<file path="config.mk">
export PLATFORM = sky130hd
export DESIGN_NAME = rst_seq_ctrl
export DESIGN_NICKNAME = d
export VERILOG_FILES = /design/src/rtl/rst_seq_ctrl.sv
export SDC_FILE = /design/constraint.sdc
export NUM_CORES = 1
export LEC_CHECK = 0
export CORE_UTILIZATION = 45
export CTS_BUF_LIST = sky130_fd_sc_hd__clkbuf_16
export CTS_CLUSTER_SIZE = 8
export DETAILED_ROUTE_END_ITERATION = 8
export GPL_TIMING_DRIVEN = 1
export PLACE_DENSITY = 0.66
export SETUP_SLACK_MARGIN = 0.2
export SKIP_CTS_REPAIR_TIMING = 1
export SLEW_MARGIN = 10
export SYNTH_ARGS = -nofsm -noshare
export SYNTH_HDL_FRONTEND = slang
export SYNTH_SLANG_ARGS = --single-unit
</file>
<file path="constraint.sdc">
create_clock -name CLK -period 3.1 [get_ports CLK]
set_input_delay 0.465 -clock CLK [delete_from_list [all_inputs] [get_ports CLK]]
set_output_delay 0.465 -clock CLK [all_outputs]
set_load 0.005 [all_outputs]
</file>
<file path="src/rtl/rst_seq_ctrl.sv">
// Reset sequencer: releases NUM_STAGES active-low resets in order, HOLD_CYCLES apart,
// and re-asserts all of them on a software request. Optional macro: RST_SEQ_RDY_EN.
module rst_seq_ctrl #(
  parameter int unsigned NUM_STAGES  = 4,
  parameter int unsigned HOLD_CYCLES = 16,
  parameter int unsigned CNT_WIDTH   = 8
) (
  input  logic                  CLK,
  input  logic                  RST,
  input  logic                  SW_RST_REQ,
`ifdef RST_SEQ_RDY_EN
  input  logic [NUM_STAGES-1:0] STAGE_RDY,
`endif
  output logic [NUM_STAGES-1:0] STAGE_RST_N,
  output logic                  SEQ_DONE,
  output logic                  SW_RST_ACK
);

  localparam int unsigned IDX_W = $clog2(NUM_STAGES + 1);
  localparam logic [CNT_WIDTH-1:0] CNT_LAST = CNT_WIDTH'(HOLD_CYCLES - 1);
  localparam logic [IDX_W-1:0]     IDX_LAST = IDX_W'(NUM_STAGES - 1);

  typedef enum logic [1:0] {
    ST_ASSERT,
    ST_GAP,
    ST_DONE
  } state_e;

  state_e                state_q, state_d;
  logic [CNT_WIDTH-1:0]  cnt_q, cnt_d;
  logic [IDX_W-1:0]      idx_q, idx_d;
  logic [NUM_STAGES-1:0] stage_rst_n_q, stage_rst_n_d;
  logic                  seq_done_q, seq_done_d;
  logic                  sw_rst_ack_q, sw_rst_ack_d;
  logic                  req_prev_q, req_prev_d;
  logic                  release_ok;

`ifdef RST_SEQ_RDY_EN
  // Bit 0 stands in for "stage 0 never waits"; bit k+1 is STAGE_RDY[k].
  logic [NUM_STAGES:0] rdy_ext;

  always_comb begin
    rdy_ext    = {STAGE_RDY, 1'b1};
    release_ok = rdy_ext[idx_q];
  end
`else
  always_comb begin
    release_ok = 1'b1;
  end
`endif

  always_comb begin
    state_d       = state_q;
    cnt_d         = cnt_q;
    idx_d         = idx_q;
    stage_rst_n_d = stage_rst_n_q;
    seq_done_d    = seq_done_q;
    sw_rst_ack_d  = 1'b0;
    req_prev_d    = SW_RST_REQ;

    if (SW_RST_REQ) begin
      state_d       = ST_ASSERT;
      cnt_d         = '0;
      idx_d         = '0;
      stage_rst_n_d = '0;
      seq_done_d    = 1'b0;
      sw_rst_ack_d  = ~req_prev_q;
    end else begin
      unique case (state_q)
        ST_ASSERT, ST_GAP: begin
          if (cnt_q != CNT_LAST) begin
            cnt_d = cnt_q + CNT_WIDTH'(1);
          end else if (release_ok) begin
            // cnt saturates at CNT_LAST while a ready handshake holds the release
            for (int unsigned i = 0; i < NUM_STAGES; i++) begin
              if (IDX_W'(i) == idx_q) stage_rst_n_d[i] = 1'b1;
            end
            idx_d = idx_q + IDX_W'(1);
            cnt_d = '0;
            if (idx_q == IDX_LAST) begin
              state_d    = ST_DONE;
              seq_done_d = 1'b1;
            end else begin
              state_d = ST_GAP;
            end
          end
        end
        ST_DONE: begin
        end
        default: begin
          state_d = ST_ASSERT;
        end
      endcase
    end
  end

  always_ff @(posedge CLK) begin
    if (RST) begin
      state_q       <= ST_ASSERT;
      cnt_q         <= '0;
      idx_q         <= '0;
      stage_rst_n_q <= '0;
      seq_done_q    <= 1'b0;
      sw_rst_ack_q  <= 1'b0;
      req_prev_q    <= 1'b0;
    end else begin
      state_q       <= state_d;
      cnt_q         <= cnt_d;
      idx_q         <= idx_d;
      stage_rst_n_q <= stage_rst_n_d;
      seq_done_q    <= seq_done_d;
      sw_rst_ack_q  <= sw_rst_ack_d;
      req_prev_q    <= req_prev_d;
    end
  end

  assign STAGE_RST_N = stage_rst_n_q;
  assign SEQ_DONE    = seq_done_q;
  assign SW_RST_ACK  = sw_rst_ack_q;

endmodule

</file>
Word-level counts from Yosys, hierarchy flattened

Cells that the tools add are included.

Input port bits: 3
Output and inout port bits: 6
Flip-flop bits (word level): 20
Memories: 0
Memory bits (read-only): 0
Latch bits: 0
Memory bits (writable): 0

Bitwise gates (word level): 4
Mux-type cells: 4
Magnitude comparators: 0
Shift operators: 0
Equal/unequal tests: 8
$add $sub $neg: 2
Reduce and logical (&&, ||, !) cells: 12
$mul: 0
Div/mod/pow operators: 0

Operators with widths:

| cell                  | number |
|---|---|
| $reduce_and A3 Y1     | 5 |
| $add A8 B1 Y8 const B | 1 |
| $mux W8               | 1 |
| $ne A8 B4 Y1 const B  | 1 |
| $eq A2 B3 Y1 const A  | 2 |
| $reduce_or A2 Y1      | 3 |
| $mux W2               | 2 |
| $not A1 Y1            | 4 |
| $pmux W2 S2           | 1 |
| $reduce_and A2 Y1     | 2 |
| $add A3 B1 Y3 const B | 1 |
| $eq A1 B3 Y1 const A  | 1 |
| $eq A3 B2 Y1 const B  | 1 |
| $logic_not A3 Y1      | 1 |
| $eq A2 B1 Y1 const B  | 1 |
| $eq A2 B2 Y1 const B  | 1 |
| $logic_not A2 Y1      | 1 |
| $ne A2 B2 Y1 const B  | 1 |

Depth between registers and ports, before layout

Gate-level depths: netlist of run 1.

Depth in word-level cells: 4
Gate-level depth with buffers: 5

Worst setup path before layout of run 1

OpenSTA, ideal clock, no wires.

Path kind: register to register
From: reg cnt_q[4]
To: reg cnt_q[0]
Library setup time: 0.120 ns
Stages on the path, launching flop included: 4
Arrival: 1.299 ns
Clock period less this slack: 1.418 ns
Slack: 1.682 ns
Data required time: 2.980 ns
Cells stage by stage: dfxtp_1 -> or4_2 -> o21ai_2 -> nor2_1

Cells in the longest elaborated chain, start to end: 2

Ends and longest elaborated chain:

| item                   | line | source |
|---|---|---|
| from (decl)            | 30   | `logic [CNT_WIDTH-1:0] cnt_q, cnt_d;` |
| from (signal assigned) | 108  | `cnt_q <= cnt_d;` |
| $ne A8 B4 Y1           | 71   | `if (cnt_q != CNT_LAST) begin` |
| $mux W8                | 71   |  |

Every way passes these cells.
A chain may end at the register's enable or synchronous reset.

Final worst setup path of run 1

From: reg cnt_q[4]
To: reg state_q[0]

Cells in the longest elaborated chain, start to end: 3

Ends and longest elaborated chain:

| item                               | line | source |
|---|---|---|
| $ne A8 B4 Y1                       | 71   |  |
| $ne A2 B2 Y1 (no source line)      | -    |  |
| $reduce_and A2 Y1 (no source line) | -    |  |
| to (signal assigned)               | 107  | `state_q <= state_d;` |
| to (decl)                          | 29   | `state_e state_q, state_d;` |

Every way passes these cells.

==> reports/metrics.cfg, run 1 <==
[floorplanning]
die_area_sq_mm=0.00214
std_cell_rows=15
core_area_sq_mm=0.00178
start_util_pct=49.5
die_w_um=46.3
io_pins=9
chipHeight_um=46.3

[detailed_routing]
viasPerCell=5.42
wl_per_cell_um=11.9
drc_errors=0
routed_wl_um=1500
ant_nets=0
dr.pass1.iters=4
drtIter0Drc=12
vias=683

[sta]
slew_violations=0
slew_headroom_pct=62.2
fin_setup_tns_ns=0
fmax_mhz=619
rsz0062_at_grt=false
tightest_slew_ns=0.563
period_share_pct=52.1
period_minus_slack_ns=1.62
fin_hold_ws_ns=0.383
finalSetupViolations=0
fin_skew_ns=0.00272
hold_viol=0

[worst_setup_path]
startpoint_type=register
critPathRequiredTime_ns=3.25
crit_end=state_q[0]
cp_max_fo=10
rr_endpoint=state_q[0]
critPathCaptureType=register
critPathLaunch=cnt_q[4]
r2r_slack_ns=1.48
reg2reg_from=cnt_q[4]
slowest_delay_ns=0.57
crit_path_cell_trace=nor4_4, a41oi_1, a2111oi_2
arrival_ns=1.76
cp_slowest_cell=nor4_4
worstSetupPathType=reg -> reg
r2r_cells=3

[pwr]
p_per_area_mw_per_mm2=500
ir_drop_mv=0.295
total_leakage_power_uw=0.000356

[logic_synthesis]
ys_seq_area_share_pct=43.1
synthAdderAreaFrac_pct=8.51
syn_inst=94
synth_top_cell_by_area=dfxtp_1
synth_top_area_share_pct=43.1
netlist_area_sq_um=882
muxShareOfSynthArea_pct=1.13
synthXorXnorAreaFrac_pct=2.98
synth_nets=103
synth_compound_area_share_pct=15.5
synthArstFlopShare_pct=0
synthSimpleGateAreaFrac_pct=23.3
synth_area_leaders=dfxtp_1 43%, ha_1 8.5%, a21oi_1 6.2%
synth_top_family_by_area=simple AND/OR/NAND/NOR gates
synth_edf_count=0
synth_cell_type_count=31
ys_ff_latch=19
syn_avg_cell_area_sq_um=9.38
ys.warnings.count=0
synthFlopType=dfxtp_1

[grt]
grt_pass1_vias=546
antenna_found_initial=0
grt_pass1_wl_um=2350
grt_max_degree=14
grt-ovfl-total=0
grtUsageTotal_pct=15.6

[clocking]
path_clk_slew_ns=0.06
root_buffer=clkbuf_16
clock_sinks=19
clk_latency_ns=0.25
cts_inserted_buffers=3
cts_tree=done
htreeDepth=1
clk_path_buf_depth=2

[worst_hold_path]
min_path_type=reg -> reg
min_from=req_prev_q

[flow_run]
maxCapViolCount=0

[placement]
routabilityCongestion=0.756
dp.cells=122
port_buffers=8
dpl.hpwl_um=1050

[layout]
nets=111
antennaDiodeCount=0
layout-drive-gt1-share_pct=10.9
finalNonFillerCells=126
syn_to_final_growth_pct=19.1

[status]
outcome=complete, no violations

cells in the mapped netlist, drive strengths merged, types with 3 or more instances:
| cell type | number |
|---|---|
| nor2b | 3 |
| dfxtp | 19 |
| a21oi | 11 |
| inv | 7 |
| nand2 | 3 |
| clkbuf | 4 |
| nand3 | 4 |
| nor2 | 6 |
| nand4 | 4 |
| ha | 6 |
| o21ai | 4 |
how the worst min path moves through the flow:
stage | to | slack (ns) | cells past startpoint
6_report | SW_RST_ACK | 0.38 | 1
5_1_grt | SW_RST_ACK | 0.39 | 1
3_3_place_gp | SW_RST_ACK | 0.37 | 1
4_1_cts | SW_RST_ACK | 0.39 | 1
2_1_floorplan | SW_RST_ACK | 0.37 | 1
3_5_place_dp | SW_RST_ACK | 0.38 | 1
layout make-up:
cell class	count	area (sq um)
Timing Repair Buffer	8	80.1
Clock buffer	3	75.1
Multi-Input combinational cell	63	453
Sequential cell	19	380
Tap cell	25	31.3
Inverter	7	26.3
Fill cell	159	732
Clock inverter	1	5.00
registers in the layout (all words and copies together), names as in the netlist:
| register | cells |
|---|---|
| idx_q | 3 |
| SW_RST_ACK | 1 |
| STAGE_RST_N | 4 |
| cnt_q | 8 |
| state_q | 2 |
| req_prev_q | 1 |
report_power, final:
group	switching, uW	leakage, uW	total, uW	internal, uW
sequential	2.11	0.000154	249	247
combinational	6.77	0.000161	13.3	6.51
clock	90.9	0.0000409	264	173
critical path, delay by kind of cell, from the launching register on:
kind / cells / cell delay (ns)
simple gates: 1 / 0.57
compound gates: 2 / 0.56
flops: 1 / 0.39
cells by family after synthesis:
| kind of cell | after synthesis |
|---|---|
| buf+inv | 12 |
| simple gates | 32 |
| xor+xnor | 3 |
| mux | 1 |
| fa+ha+maj | 6 |
| compound gates | 21 |
| flops | 19 |
per-stage QoR:
stage                     util [%]  cell area (sq um)  worst slack [ns]  total power [uW]
final                         58.9               1050              1.48               526
after floorplan                  -                882              1.68               262
after global routing          58.9               1050              1.39               544
after global placement        54.5                971              1.40               267
after detailed placement      54.5                971              1.35               268
after CTS                     58.9               1050              1.48               532
placed cells by master (no fill, tap or decap), drive strengths merged:
| cell type | Yosys | layout |
|---|---|---|
| nand2 | 3 | 3 |
| xor2 | 2 | 2 |
| and4b | 1 | 1 |
| nand2b | 1 | 1 |
| a21oi | 11 | 11 |
| or2 | 1 | 1 |
| nand4b | 2 | 2 |
| a211oi | 1 | 1 |
| o31ai | 2 | 2 |
| mux2i | 1 | 1 |
| clkdlybuf4s50 | 0 | 8 |
| nor2b | 3 | 3 |
| or4 | 2 | 2 |
| ha | 6 | 6 |
| a41oi | 1 | 1 |
| nor2 | 6 | 6 |
| clkbuf | 4 | 3 |
| xnor2 | 1 | 1 |
| or3 | 2 | 2 |
| a2111oi | 1 | 1 |
| nand4 | 4 | 4 |
| a311o | 1 | 1 |
| clkinv | 0 | 1 |
| nor4 | 1 | 1 |
| o21ai | 4 | 4 |
| nand3b | 1 | 1 |
| nand3 | 4 | 4 |
| inv | 7 | 7 |
| dfxtp | 19 | 19 |
| and4 | 1 | 1 |
routing by layer:
| layer | GRT usage, % | wire length [um] |
|---|---|---|
| met1 | 19.7 | 768 |
| met2 | 25.1 | 693 |
| met3 | 3.53 | 30 |
| met4 | 7.06 | 10 |
| met5 | 0 | 0 |
Power figures use the tool's default switching activity.
==> run 2: changes to the inputs <==
--- a/config.mk
+++ b/config.mk
@@ -10,7 +10,7 @@
 export CTS_CLUSTER_SIZE = 8
 export DETAILED_ROUTE_END_ITERATION = 8
 export GPL_TIMING_DRIVEN = 1
-export PLACE_DENSITY = 0.66
+export PLACE_DENSITY = 0.68
 export SETUP_SLACK_MARGIN = 0.2
 export SKIP_CTS_REPAIR_TIMING = 1
 export SLEW_MARGIN = 10
==> constraint.sdc (replaced) <==
create_clock -name CLK -period 1.38 [get_ports CLK]
set_input_delay 0.207 -clock CLK [delete_from_list [all_inputs] [get_ports CLK]]
set_output_delay 0.207 -clock CLK [all_outputs]
set_load 0.005 [all_outputs]
==> run 2 against run 1 <==
  * Clock power up 120%
  * Via count rose by 12%
  * Non-clock buffer count rose by 11
  * Routed wire length rose by 27%
  * Register-to-register slack worse by 1.4 ns
  * Setup slack lost 1.4 ns
  * Highest routed layer unchanged
==> reports/metrics.cfg, run 2 (synthesis results as in run 1) <==
[worst_setup_path]
cp_max_fo=5  ; was 10
arrival_ns=1.50  ; was 1.76 ns
critPathLaunch=cnt_q[1]  ; was cnt_q[4]
critPathRequiredTime_ns=1.55  ; was 3.25 ns
critPathCaptureType=register  ; unchanged
startpoint_type=register  ; unchanged
r2r_cells=4  ; was 3
reg2reg_from=cnt_q[1]  ; was cnt_q[4]
worstSetupPathType=reg -> reg  ; unchanged

[clocking]
cts_tree=done  ; unchanged
clk_path_buf_depth=2  ; unchanged
cts_inserted_buffers=3  ; unchanged
clk_latency_ns=0.25  ; about the same
path_clk_slew_ns=0.05  ; was 0.06 ns
htreeDepth=1  ; unchanged
clock_sinks=19  ; unchanged
root_buffer=clkbuf_16  ; unchanged

[flow_run]
maxCapViolCount=0  ; unchanged

[pwr]
seq_power_share_pct=46.6  ; was 47.4%
clkPwrFrac_pct=49.5  ; was 50.1%
switchingPower_uw=225  ; was 99.7 uW
p_per_area_mw_per_mm2=965  ; was 500 mW/mm^2
p_comb_share_pct=3.9  ; was 2.5%
total_leakage_power_uw=0.000523  ; was 0.000356 uW
swShare_pct=19.0  ; about the same
ir_drop_mv=0.808  ; was 0.295 mV
p_int_uw=962  ; was 426 uW

[layout]
antennaDiodeCount=0  ; unchanged
nets=122  ; was 111
regMostFlops=cnt_q  ; unchanged
post-route-util_pct=69.0  ; was 58.9%
syn_to_final_growth_pct=39.4  ; was 19.1%
fillers=156  ; was 159
layout-drive-gt1-share_pct=34.8  ; was 10.9%
final_cell_mix=11 x dfxtp_1, 11 x buf_4, 7 x inv_1, 7 x a21oi_1, 6 x dlymetal6s2s_1  ; was 19 x dfxtp_1, 11 x a21oi_1, 8 x clkdlybuf4s50_1
largest_register_ffs=8  ; unchanged

[grt]
antenna_found_initial=0  ; unchanged
grtUsageTotal_pct=20.1  ; was 15.6%
grt_max_degree=12  ; was 14
grt_pass1_vias=652  ; was 546
grt-ovfl-total=0  ; unchanged
grt_pass1_wl_um=2880  ; was 2350 um

[placement]
dpl.hpwl_um=1310  ; was 1050 um
routabilityCongestion=0.779  ; was 0.756
port_buffers=8  ; unchanged

[sta]
period_share_pct=96.7  ; was 52.1%
fin_setup_tns_ns=0  ; unchanged
fin_skew_ns=0.00226  ; was 0.00272 ns
fmax_mhz=749  ; was 619 MHz
finalSetupViolations=0  ; unchanged
rsz0062_at_grt=true  ; was false
tightest_slew_ns=0.336  ; was 0.563 ns
hold_viol=0  ; unchanged
period_minus_slack_ns=1.33  ; was 1.62 ns
slew_headroom_pct=77.3  ; was 62.2%
slew_violations=0  ; unchanged

[detailed_routing]
ant_nets=0  ; unchanged
wl_met1_um=820  ; was 768 um
dr.pass1.iters=4  ; unchanged
wl_met3_um=62  ; was 30 um
wl_per_cell_um=14.0  ; was 11.9 um
vias=764  ; was 683
viasPerCell=5.58  ; was 5.42
highest_layer=met4  ; unchanged
drc_errors=0  ; unchanged
routed_wl_um=1910  ; was 1500 um
dr_wl_met2_um=964  ; was 693 um
drtIter0Drc=15  ; was 12

[floorplanning]
die_area_sq_mm=0.00214  ; unchanged
start_util_pct=49.5  ; unchanged
io_pins=9  ; unchanged
die_w_um=46.3  ; unchanged
std_cell_rows=15  ; unchanged
core_area_sq_mm=0.00178  ; unchanged
chipHeight_um=46.3  ; unchanged

[worst_hold_path]
min_path_type=reg -> reg  ; unchanged
holdPathStages=1  ; unchanged
min_from=req_prev_q  ; unchanged

[status]
outcome=complete, no violations  ; unchanged

run 2: changes by cell type in the layout (fill, tap and decap cells not counted), moves of 4 or more:
cell,change
dfxtp_4,+4
dlymetal6s2s_1,+6
dfxtp_1,-8
dfxtp_2,+4
a21oi_1,-4
a21oi_2,+4
buf_4,+11
clkdlybuf4s50_1,-6
run 2: worst max-delay path, stage by stage, from the launching register on:
cell,delay [ns]
dfxtp_4,0.36
ha_4,0.15
nand4b_1,0.18
or3_1,0.42
a21oi_2,0.15
run 2: layout make-up:
class                      instances  area, sq um  share of cell area (%)
multi-input combinational         63          514                    41.8
sequential                        19          400                    32.6
timing repair buffer              19          178                    14.4
clock buffer                       3         75.1                    6.10
tap                               25         31.3                    2.54
inverter                           7         26.3                    2.14
clock inverter                     1         5.00                   0.407
run 2: path summary, 6_finish.rpt:
check	endpoint	slack [ns]
hold reg to reg	SW_RST_ACK	0.39
hold / removal	SW_RST_ACK	0.39
setup / recovery	cnt_q[6]	0.05
setup reg to reg	cnt_q[6]	0.05
run 2: through the flow:
step	total power, uW	area, sq um	setup WS (ns)	cells	hold slack (ns)
final	1190	1230	0.0454	137	0.394
after detailed placement	608	1050	-0.0581	128	0.391
after global routing	1240	1230	0.0171	137	0.417
after CTS	1200	1130	0.0223	132	0.395
after global placement	605	1050	-0.0130	128	0.373
after floorplan	588	930	0.0630	94	0.286
run 2: power groups by stage:
| stage | clock network, uW | logic (uW) | registers [uW] |
|---|---|---|---|
| after floorplan | 0 | 17.9 | 570 |
| after global placement | 0 | 34.4 | 571 |
| after detailed placement | 0 | 36.1 | 572 |
| after CTS | 605 | 36.2 | 560 |
| after global routing | 633 | 50.2 | 554 |
| final | 587 | 46.4 | 553 |
run 2: layer usage:
metal	track usage, %	vias up
li1	-	373
met4	12.9	0
met5	0	-
met1	21.5	361
met3	3.53	8
met2	35.8	22
